===== src/rtl/mem_store_buffer.sv =====
// Posted-write store buffer in front of the data memory: queues stores, drains them
// in cycles without a missing load, and forwards pending store data to loads.
module mem_store_buffer #(
    parameter int DEPTH      = 4,
    parameter int ADDR_W     = 32,
    parameter int DATA_W     = 32,
    parameter int MEM_HEIGHT = 32
) (
    input  logic                       clk,
    input  logic                       rst,
    input  logic                       req_valid,
    output logic                       req_ready,
    input  logic                       req_write,
    input  logic [ADDR_W-1:0]          req_addr,
    input  logic [DATA_W-1:0]          req_wdata,
    input  logic                       flush,
    output logic                       rsp_valid,
    output logic [DATA_W-1:0]          rsp_rdata,
    output logic                       rsp_error,
    output logic [ADDR_W-1:0]          mem_addr,
    output logic [DATA_W-1:0]          mem_wdata,
    output logic                       mem_write,
    output logic                       mem_read,
    input  logic [DATA_W-1:0]          mem_rdata,
    output logic                       empty,
    output logic [$clog2(DEPTH):0]     count
);
    localparam int PTR_W = $clog2(DEPTH);
    localparam int CNT_W = PTR_W + 1;

    // Handshake: a request transfers on a rising edge where req_valid && req_ready;
    // exactly one response (rsp_valid) follows on the next cycle.

    logic [ADDR_W-1:0] addr_q [DEPTH];
    logic [ADDR_W-1:0] addr_d [DEPTH];
    logic [DATA_W-1:0] data_q [DEPTH];
    logic [DATA_W-1:0] data_d [DEPTH];
    logic [PTR_W-1:0]  wr_ptr_q, wr_ptr_d;
    logic [PTR_W-1:0]  rd_ptr_q, rd_ptr_d;
    logic [CNT_W-1:0]  count_q, count_d;
    logic              rsp_valid_q, rsp_valid_d;
    logic              rsp_error_q, rsp_error_d;
    logic [DATA_W-1:0] rsp_rdata_q, rsp_rdata_d;

    logic              full;
    logic              accept;
    logic              in_range;
    logic              push;
    logic              load;
    logic              hit;
    logic              miss;
    logic              drain;
    logic [DATA_W-1:0] fwd_data;
    logic [PTR_W-1:0]  idx;

    assign full      = (count_q == CNT_W'(DEPTH));
    assign req_ready = !full && !flush;
    assign accept    = req_valid && req_ready;
    assign in_range  = (req_addr < ADDR_W'(MEM_HEIGHT));
    assign push      = accept && req_write && in_range;
    assign load      = accept && !req_write && in_range;
    assign miss      = load && !hit;
    assign drain     = !miss && (count_q != '0);

    // Scan oldest to youngest so the last match left standing is the youngest store.
    always_comb begin
        hit      = 1'b0;
        fwd_data = '0;
        idx      = '0;
        for (int i = 0; i < DEPTH; i++) begin
            idx = rd_ptr_q + PTR_W'(i);
            if ((CNT_W'(i) < count_q) && (addr_q[idx] == req_addr)) begin
                hit      = 1'b1;
                fwd_data = data_q[idx];
            end
        end
    end

    always_comb begin
        addr_d   = addr_q;
        data_d   = data_q;
        wr_ptr_d = wr_ptr_q;
        rd_ptr_d = rd_ptr_q;
        count_d  = count_q;
        if (push) begin
            addr_d[wr_ptr_q] = req_addr;
            data_d[wr_ptr_q] = req_wdata;
            wr_ptr_d         = wr_ptr_q + 1'b1;
        end
        if (drain) begin
            rd_ptr_d = rd_ptr_q + 1'b1;
        end
        case ({push, drain})
            2'b10:   count_d = count_q + 1'b1;
            2'b01:   count_d = count_q - 1'b1;
            default: count_d = count_q;
        endcase
    end

    always_comb begin
        rsp_valid_d = accept;
        rsp_error_d = accept && !in_range;
        rsp_rdata_d = '0;
        if (load) begin
            rsp_rdata_d = hit ? fwd_data : mem_rdata;
        end
    end

    // Memory strobes are forced low for as long as reset is held.
    always_comb begin
        mem_read  = 1'b0;
        mem_write = 1'b0;
        mem_addr  = '0;
        mem_wdata = '0;
        if (!rst) begin
            if (miss) begin
                mem_read = 1'b1;
                mem_addr = req_addr;
            end else if (drain) begin
                mem_write = 1'b1;
                mem_addr  = addr_q[rd_ptr_q];
                mem_wdata = data_q[rd_ptr_q];
            end
        end
    end

    always_ff @(posedge clk or posedge rst) begin
        if (rst) begin
            wr_ptr_q    <= '0;
            rd_ptr_q    <= '0;
            count_q     <= '0;
            rsp_valid_q <= 1'b0;
            rsp_error_q <= 1'b0;
            rsp_rdata_q <= '0;
        end else begin
            wr_ptr_q    <= wr_ptr_d;
            rd_ptr_q    <= rd_ptr_d;
            count_q     <= count_d;
            rsp_valid_q <= rsp_valid_d;
            rsp_error_q <= rsp_error_d;
            rsp_rdata_q <= rsp_rdata_d;
        end
    end

    // Entry storage is only meaningful below count_q, so it needs no reset.
    always_ff @(posedge clk) begin
        addr_q <= addr_d;
        data_q <= data_d;
    end

    assign rsp_valid = rsp_valid_q;
    assign rsp_error = rsp_error_q;
    assign rsp_rdata = rsp_rdata_q;
    assign count     = count_q;
    assign empty     = (count_q == '0);

endmodule

===== config.mk =====
export PLATFORM = sky130hd
export DESIGN_NAME = mem_store_buffer
export DESIGN_NICKNAME = d
export VERILOG_FILES = /design/src/rtl/mem_store_buffer.sv
export SDC_FILE = /design/constraint.sdc
export NUM_CORES = 1
export LEC_CHECK = 0
export ABC_AREA = 1
export CAP_MARGIN = 5
export CORE_MARGIN = 2
export CORE_UTILIZATION = 30
export CTS_CLUSTER_SIZE = 8
export DETAILED_ROUTE_END_ITERATION = 12
export DONT_BUFFER_PORTS = 1
export PLACE_DENSITY = 0.5
export SETUP_SLACK_MARGIN = 0.4
export SLEW_MARGIN = 10
export SYNTH_ARGS = -nofsm -noshare
export SYNTH_HDL_FRONTEND = slang
export SYNTH_SLANG_ARGS = --single-unit

===== constraint.sdc =====
create_clock -name clk -period 13.55 [get_ports clk]
set_clock_uncertainty 0.1 [all_clocks]
set_input_delay 2.71 -clock clk [delete_from_list [all_inputs] [get_ports clk]]
set_output_delay 2.71 -clock clk [all_outputs]
set_load 0.02 [all_outputs]

Word-level counts from Yosys, hierarchy flattened. Index checks and enable logic that the tools add are counted.

Output and inout port bits: 105. Register bits after elaboration: 297. Word-level logic and storage cells: 116. Input port bits: 101.

Add/subtract/negate cells: 6. Eq/ne operators: 7. Reductions and logical operators: 23. Multiplexer cells: 50. Magnitude comparators: 11. Bitwise logic cells: 5.

Operator list (count): $mux W32 (29); $bmux W32 S2 (8); $bwmux W128 (2); $eq A32 B32 Y1 (4); $demux W32 S2 (1); $lt A32 B6 Y1 const B (1); $ge A3 B3 Y1 const B (5); $not A2 Y3 (5); $logic_and A1 B1 Y1 (14); $mux W1 (9); $logic_not A1 Y1 (6); $lt A1 B3 Y1 const A (2); $lt A2 B3 Y1 const A (2); $pmux W3 S2 (1); $add A2 B1 Y2 const B (2); $add A2 B2 Y2 const B (2); $add A3 B1 Y3 const B (1); $eq A3 B3 Y1 const B (1); $logic_not A3 Y1 (1); $lt A3 B1 Y1 const B (1); $reduce_bool A3 Y1 (1); $sub A3 B1 Y3 const B (1); $eq A2 B1 Y1 const B (1); $eq A2 B2 Y1 const B (1); $reduce_bool A2 Y1 (1).

Logic depth before layout (Yosys ltp).
Word-level depth: 17. Gate-level depth with buffers: 25. Depth with buffers taken out: 23.

Worst setup path before layout. OpenSTA, ideal clock, no wires.

Kind: input to output. From: input req_addr[20]. To: output mem_addr[0]. Path buffers: 1. Cell stages on the path: 10. Setup slack: 6.123 ns. Arrival: 4.617 ns. Required time: 10.740 ns. Cells stage by stage: clkbuf_1 -> nor4_1 -> nand4_1 -> nor4_1 -> nand2_1 -> nor2_1 -> nand3_4 -> nor2_2 -> nand2_1 -> nand2_1.

Word-level cells in the longest chain between the ends: 13. Elaborated cells between the ends (all ways): 21. Classes of those cells: order compare (1); eq/ne (4); mux (7); reduce/logical (9).

Ends and longest elaborated chain: from (decl) (RTL line 14) `input logic [ADDR_W-1:0] req_addr,`; $eq A32 B32 Y1 (RTL line 72) `if ((CNT_W'(i) < count_q) && (addr_q[idx] == req_addr)) begin`; $logic_and A1 B1 Y1 (RTL line 72); $mux W1 (4 in series) (RTL line 72); $logic_not A1 Y1 (RTL line 62) `assign miss = load && !hit;`; $logic_and A1 B1 Y1 (*) (RTL line 62); $logic_not A1 Y1 (RTL line 63) `assign drain = !miss && (count_q != '0);`; $logic_and A1 B1 Y1 (RTL line 63); $mux W32 (RTL line 119) `end else if (drain) begin`; $mux W32 (*) (RTL line 116) `if (miss) begin`; $mux W32 (*) (RTL line 115) `if (!rst) begin`; to (decl) (RTL line 20) `output logic [ADDR_W-1:0] mem_addr,`.

Mark *: on every way between the ends. The rest lies on a longest branch, timed or not.

Final worst setup path.
From: register rd_ptr_q[1]. To: output mem_addr[22].

Word-level cells in the longest chain between the ends: 17. Elaborated cells between the ends (all ways): 38. Classes of those cells: add/sub (3); eq/ne (4); mux (19); bitwise (4); reduce/logical (8).

Ends and longest elaborated chain: from (decl) (RTL line 39) `logic [PTR_W-1:0] rd_ptr_q, rd_ptr_d;`; from (signal assigned) (RTL line 137) `rd_ptr_q <= rd_ptr_d;`; $add A2 B1 Y2 / $not A2 Y3 (equally long branches) (RTL line 71, 72, 121); $not A2 Y3 (not written as such) / $bmux W32 S2 (equally long branches) (RTL line 72, 121); $bmux W32 S2 / $mux W32 (equally long branches) (RTL line 72, 121); $mux W32 (on tied branches) (RTL line 72, 121); $mux W32 (not written as such) / $eq A32 B32 Y1 (equally long branches) (RTL line 72); $eq A32 B32 Y1 / $logic_and A1 B1 Y1 (equally long branches) (RTL line 72); $logic_and A1 B1 Y1 / $mux W1 (equally long branches) (RTL line 72); $mux W1 (3 in series) (RTL line 72); $logic_not A1 Y1 (RTL line 62); $logic_and A1 B1 Y1 (RTL line 62); $logic_not A1 Y1 (RTL line 63); $logic_and A1 B1 Y1 (RTL line 63); $mux W32 (RTL line 119); $mux W32 (*) (RTL line 116); $mux W32 (*) (RTL line 115).

Mark *: on every way between the ends. The rest lies on a longest branch, timed or not. The select of a mux whose other input is x is not followed.

==> flow_summary_export.csv <==
group,metric,value,unit
critical_path,ff2ff_path_depth,17,
clocking,cts_buffer_depth,3,
critical_path,cp_data_required_time,10.74,ns
power,p_per_area,95.1,nW/um^2
synthesis,yosys.area_share.simple,0.363,
sta,slew_violations,0,
power,switching_share,0.228,
synthesis,yosysTopAreaCellShare,0.384,
detailed_routing,wire_per_inst,19.2,um
die,fp.dieW,262,um
global_route,grt_first_pass_wirelength,107000,um
place,place_congestion,0.902,
die,die_h,262,um
clocking,cts.sinks,297,
die,fp-row-count,94,
die,core-area,65900,um^2
worst_hold_path,holdPathStages,1,
run,drv_cap,0,
synthesis,synthArstFlopShare,0.138,
synthesis,syn_nets,3044,
power,p_leak,9.87,nW
synthesis,syn-cell-area,20000,um^2
power,p_total,2.08,mW
synthesis,ys_types,30,
status,outcome,"finished clean",
clocking,htree_levels,2,
global_route,antenna_found_initial,6,
clocking,path_clk_slew,0.05,ns
power,clockPowerShare,0.482,
clocking,clock_tree.root_cell,"clkbuf_16",
final_layout,multiInputGateArea,9520,um^2
die,start_util,0.304,
power,p_comb_frac,0.039,
sta,fin_crit,9.28,ns
detailed_routing,vias,18800,
clocking,clock_latency,0.59,ns
sta,fmax,108,MHz
detailed_routing,remaining_drc_errors,0,
sta,fin_tns_setup,0,ns
global_route,grtUsageMet2,0.331,
final_layout,fill_cells,7034,
final_layout,final_cell_mix,"1167 x nand2_1, 330 x nand3_1, 328 x o21ai_0",
detailed_routing,vias_per_cell,5.04,
place,portBuffers,0,
synthesis,synth.yosys.seq_area_share,0.435,
critical_path,regToRegSetupSlack,7.77,ns
critical_path,cp-start-kind,"flip-flop",
synthesis,synthMuxAreaShare,0.000562,
detailed_routing,drt_iter0_markers,1498,
die,num_io_pins,206,
final_layout,layout-drive-gt1-share,0.0352,
power,vdd_drop_max,80.1,uV
sta,period_share,0.685,
clocking,cts_hold_repair.buffers,0,
global_route,gr-usage-met3,0.0340,
detailed_routing,wl,71600,um
critical_path,arrival,6.47,ns
critical_path,path_max_fanout,83,
worst_hold_path,hp-class,"flip-flop to flip-flop",
synthesis,synth_xor_area_frac,0.00875,
global_route,gr-total-overflow,0,
power,p_switching,0.474,mW
sta,rsz0062_at_grt,"false",
power,seqPwrFrac,0.479,
sta,relSlewSlack,0.237,
synthesis,synth_area_leader_cell,"edfxtp_1",
synthesis,post_synth.cell_area_avg,6.82,um^2
detailed_routing,ant_nets,0,
synthesis,ys_ff_latch,297,
clocking,cts_made_buffers,43,
critical_path,crit_path_end_kind,"output port",
final_layout,nets,2953,
synthesis,synth_top_family_by_area,"simple AND/OR/NAND/NOR gates",
clocking,cts_tree,"yes",
sta,hold_ws,0.477,ns
global_route,grt_pass1_vias,17500,
synthesis,ys_warn_count,0,
synthesis,synthAdderAreaFrac,0.00562,
sta,hold_viol,0,
final_layout,layout_commonest_cell,"nand2_1",
global_route,grtUsageTotal,0.203,
global_route,grt_max_degree,129,
synthesis,synth_ff_type,"edfxtp_1",
final_layout,area_growth,9.37,%
global_route,grt_use_met1,0.271,
detailed_routing,dr.pass1.iters,6,
final_layout,seqCellArea,8720,um^2
power,internal_power,1.61,mW
clocking,postCtsSetupRepairBufs,0,
clocking,cts-resized-gates,0,
critical_path,crit_type,"flip-flop to output port",
synthesis,synth_compound_area_frac,0.0942,
synthesis,synthTopCellsByArea,"edfxtp_1 38%, nand2_1 22%, nand3_1 8.3%",
global_route,busiest_layer,"met2",
die,dieArea,68800,um^2
synthesis,syn_inst,2934,
place,dp_hpwl,48100,um
sta,setup_viol,0,
synthesis,synth_edf_count,256,
sta,max_slew.worst_pin.slew,1.14,ns
-- power by group through the flow --
stage	Clock, mW	Sequential [mW]	Combinational [mW]
after floorplan	0	1.01	0.0587
after global placement	0	1.01	0.0803
after detailed placement	0	1.01	0.0807
after CTS	1.03	0.997	0.0811
after global routing	1.06	0.996	0.0913
final	1.00	0.997	0.0812
-- metrics by stage --
stage | cells | setup slack, ns | utilization | cell area, um^2
after floorplan | 2934 | 6.12 | - | 20000
after global placement | 3662 | 4.64 | 0.314 | 20700
after detailed placement | 3662 | 4.64 | 0.314 | 20700
after CTS | 3732 | 4.18 | 0.332 | 21900
after global routing | 3735 | 3.85 | 0.332 | 21900
final | 3735 | 4.27 | 0.332 | 21900
-- cells by family after synthesis --
logic type / Yosys count
AOI/OAI and AO/OA: 375
xor gates and xnor gates: 20
adders and majority gates: 9
buffers and inverters: 464
DFF: 297
muxes: 1
and+or+nand+nor: 1768
-- critical path: stages, from the launching register on --
cell     delay (ns)
dfrtp_4        0.82
inv_4          0.43
buf_4          0.67
buf_4          0.57
nand3_1        0.13
nand2_1        0.12
xor2_1         0.22
nand2_1        0.08
nor2_1         0.17
nand3_1        0.21
nor2_4         0.15
buf_4          0.47
nor2_2         0.13
nand3_4        0.19
nand3_4        0.71
nor2_1         0.66
-- registers in the layout, summed over array words and instances (netlist names) --
name and count:
wr_ptr_q 2, rsp_error 1, addr_q 128, rsp_rdata 32, count 3, data_q 128
rsp_valid 1, rd_ptr_q 2
-- worst paths after layout --
| check | from | endpoint |
|---|---|---|
| setup / recovery | rd_ptr_q[1]$_DFFE_PP0N_ | mem_addr[22] |
| hold / removal | wr_ptr_q[1]$_DFFE_PP0P_ | wr_ptr_q[1]$_DFFE_PP0P_ |
| setup reg to reg | rd_ptr_q[1]$_DFFE_PP0N_ | rsp_rdata[3]$_DFF_PP0_ |
| hold reg to reg | wr_ptr_q[1]$_DFFE_PP0P_ | wr_ptr_q[1]$_DFFE_PP0P_ |
| max in group asynchronous | rst | rd_ptr_q[0]$_DFFE_PP0N_ |
| min in group asynchronous | rst | rd_ptr_q[1]$_DFFE_PP0N_ |
-- routing by layer --
metal / up-vias / wire length, um
li1: 9272 / -
met1: 8809 / 31400
met2: 624 / 32900
met3: 111 / 4850
met4: 0 / 2420
met5: - / 0
-- layout make-up --
class,count,share of cell area
clock inverter,4,0.00263
clock buffer,66,0.0531
inverter,300,0.0518
multi-input combinational,2173,0.435
timing repair buffer,28,0.00960
sequential,297,0.398
tap,864,0.0494
antenna,3,0.000343
-- Yosys cell counts (13+ instances only) --
library cell,instances
a21oi_1,35
buf_1,13
buf_2,63
clkbuf_1,79
dfrtp_1,41
edfxtp_1,256
inv_1,297
nand2_1,1168
nand3_1,332
nand3b_1,32
nand4_1,14
nor2_1,204
o21ai_0,328
xor2_1,18
(Power assumes the default switching activity.)
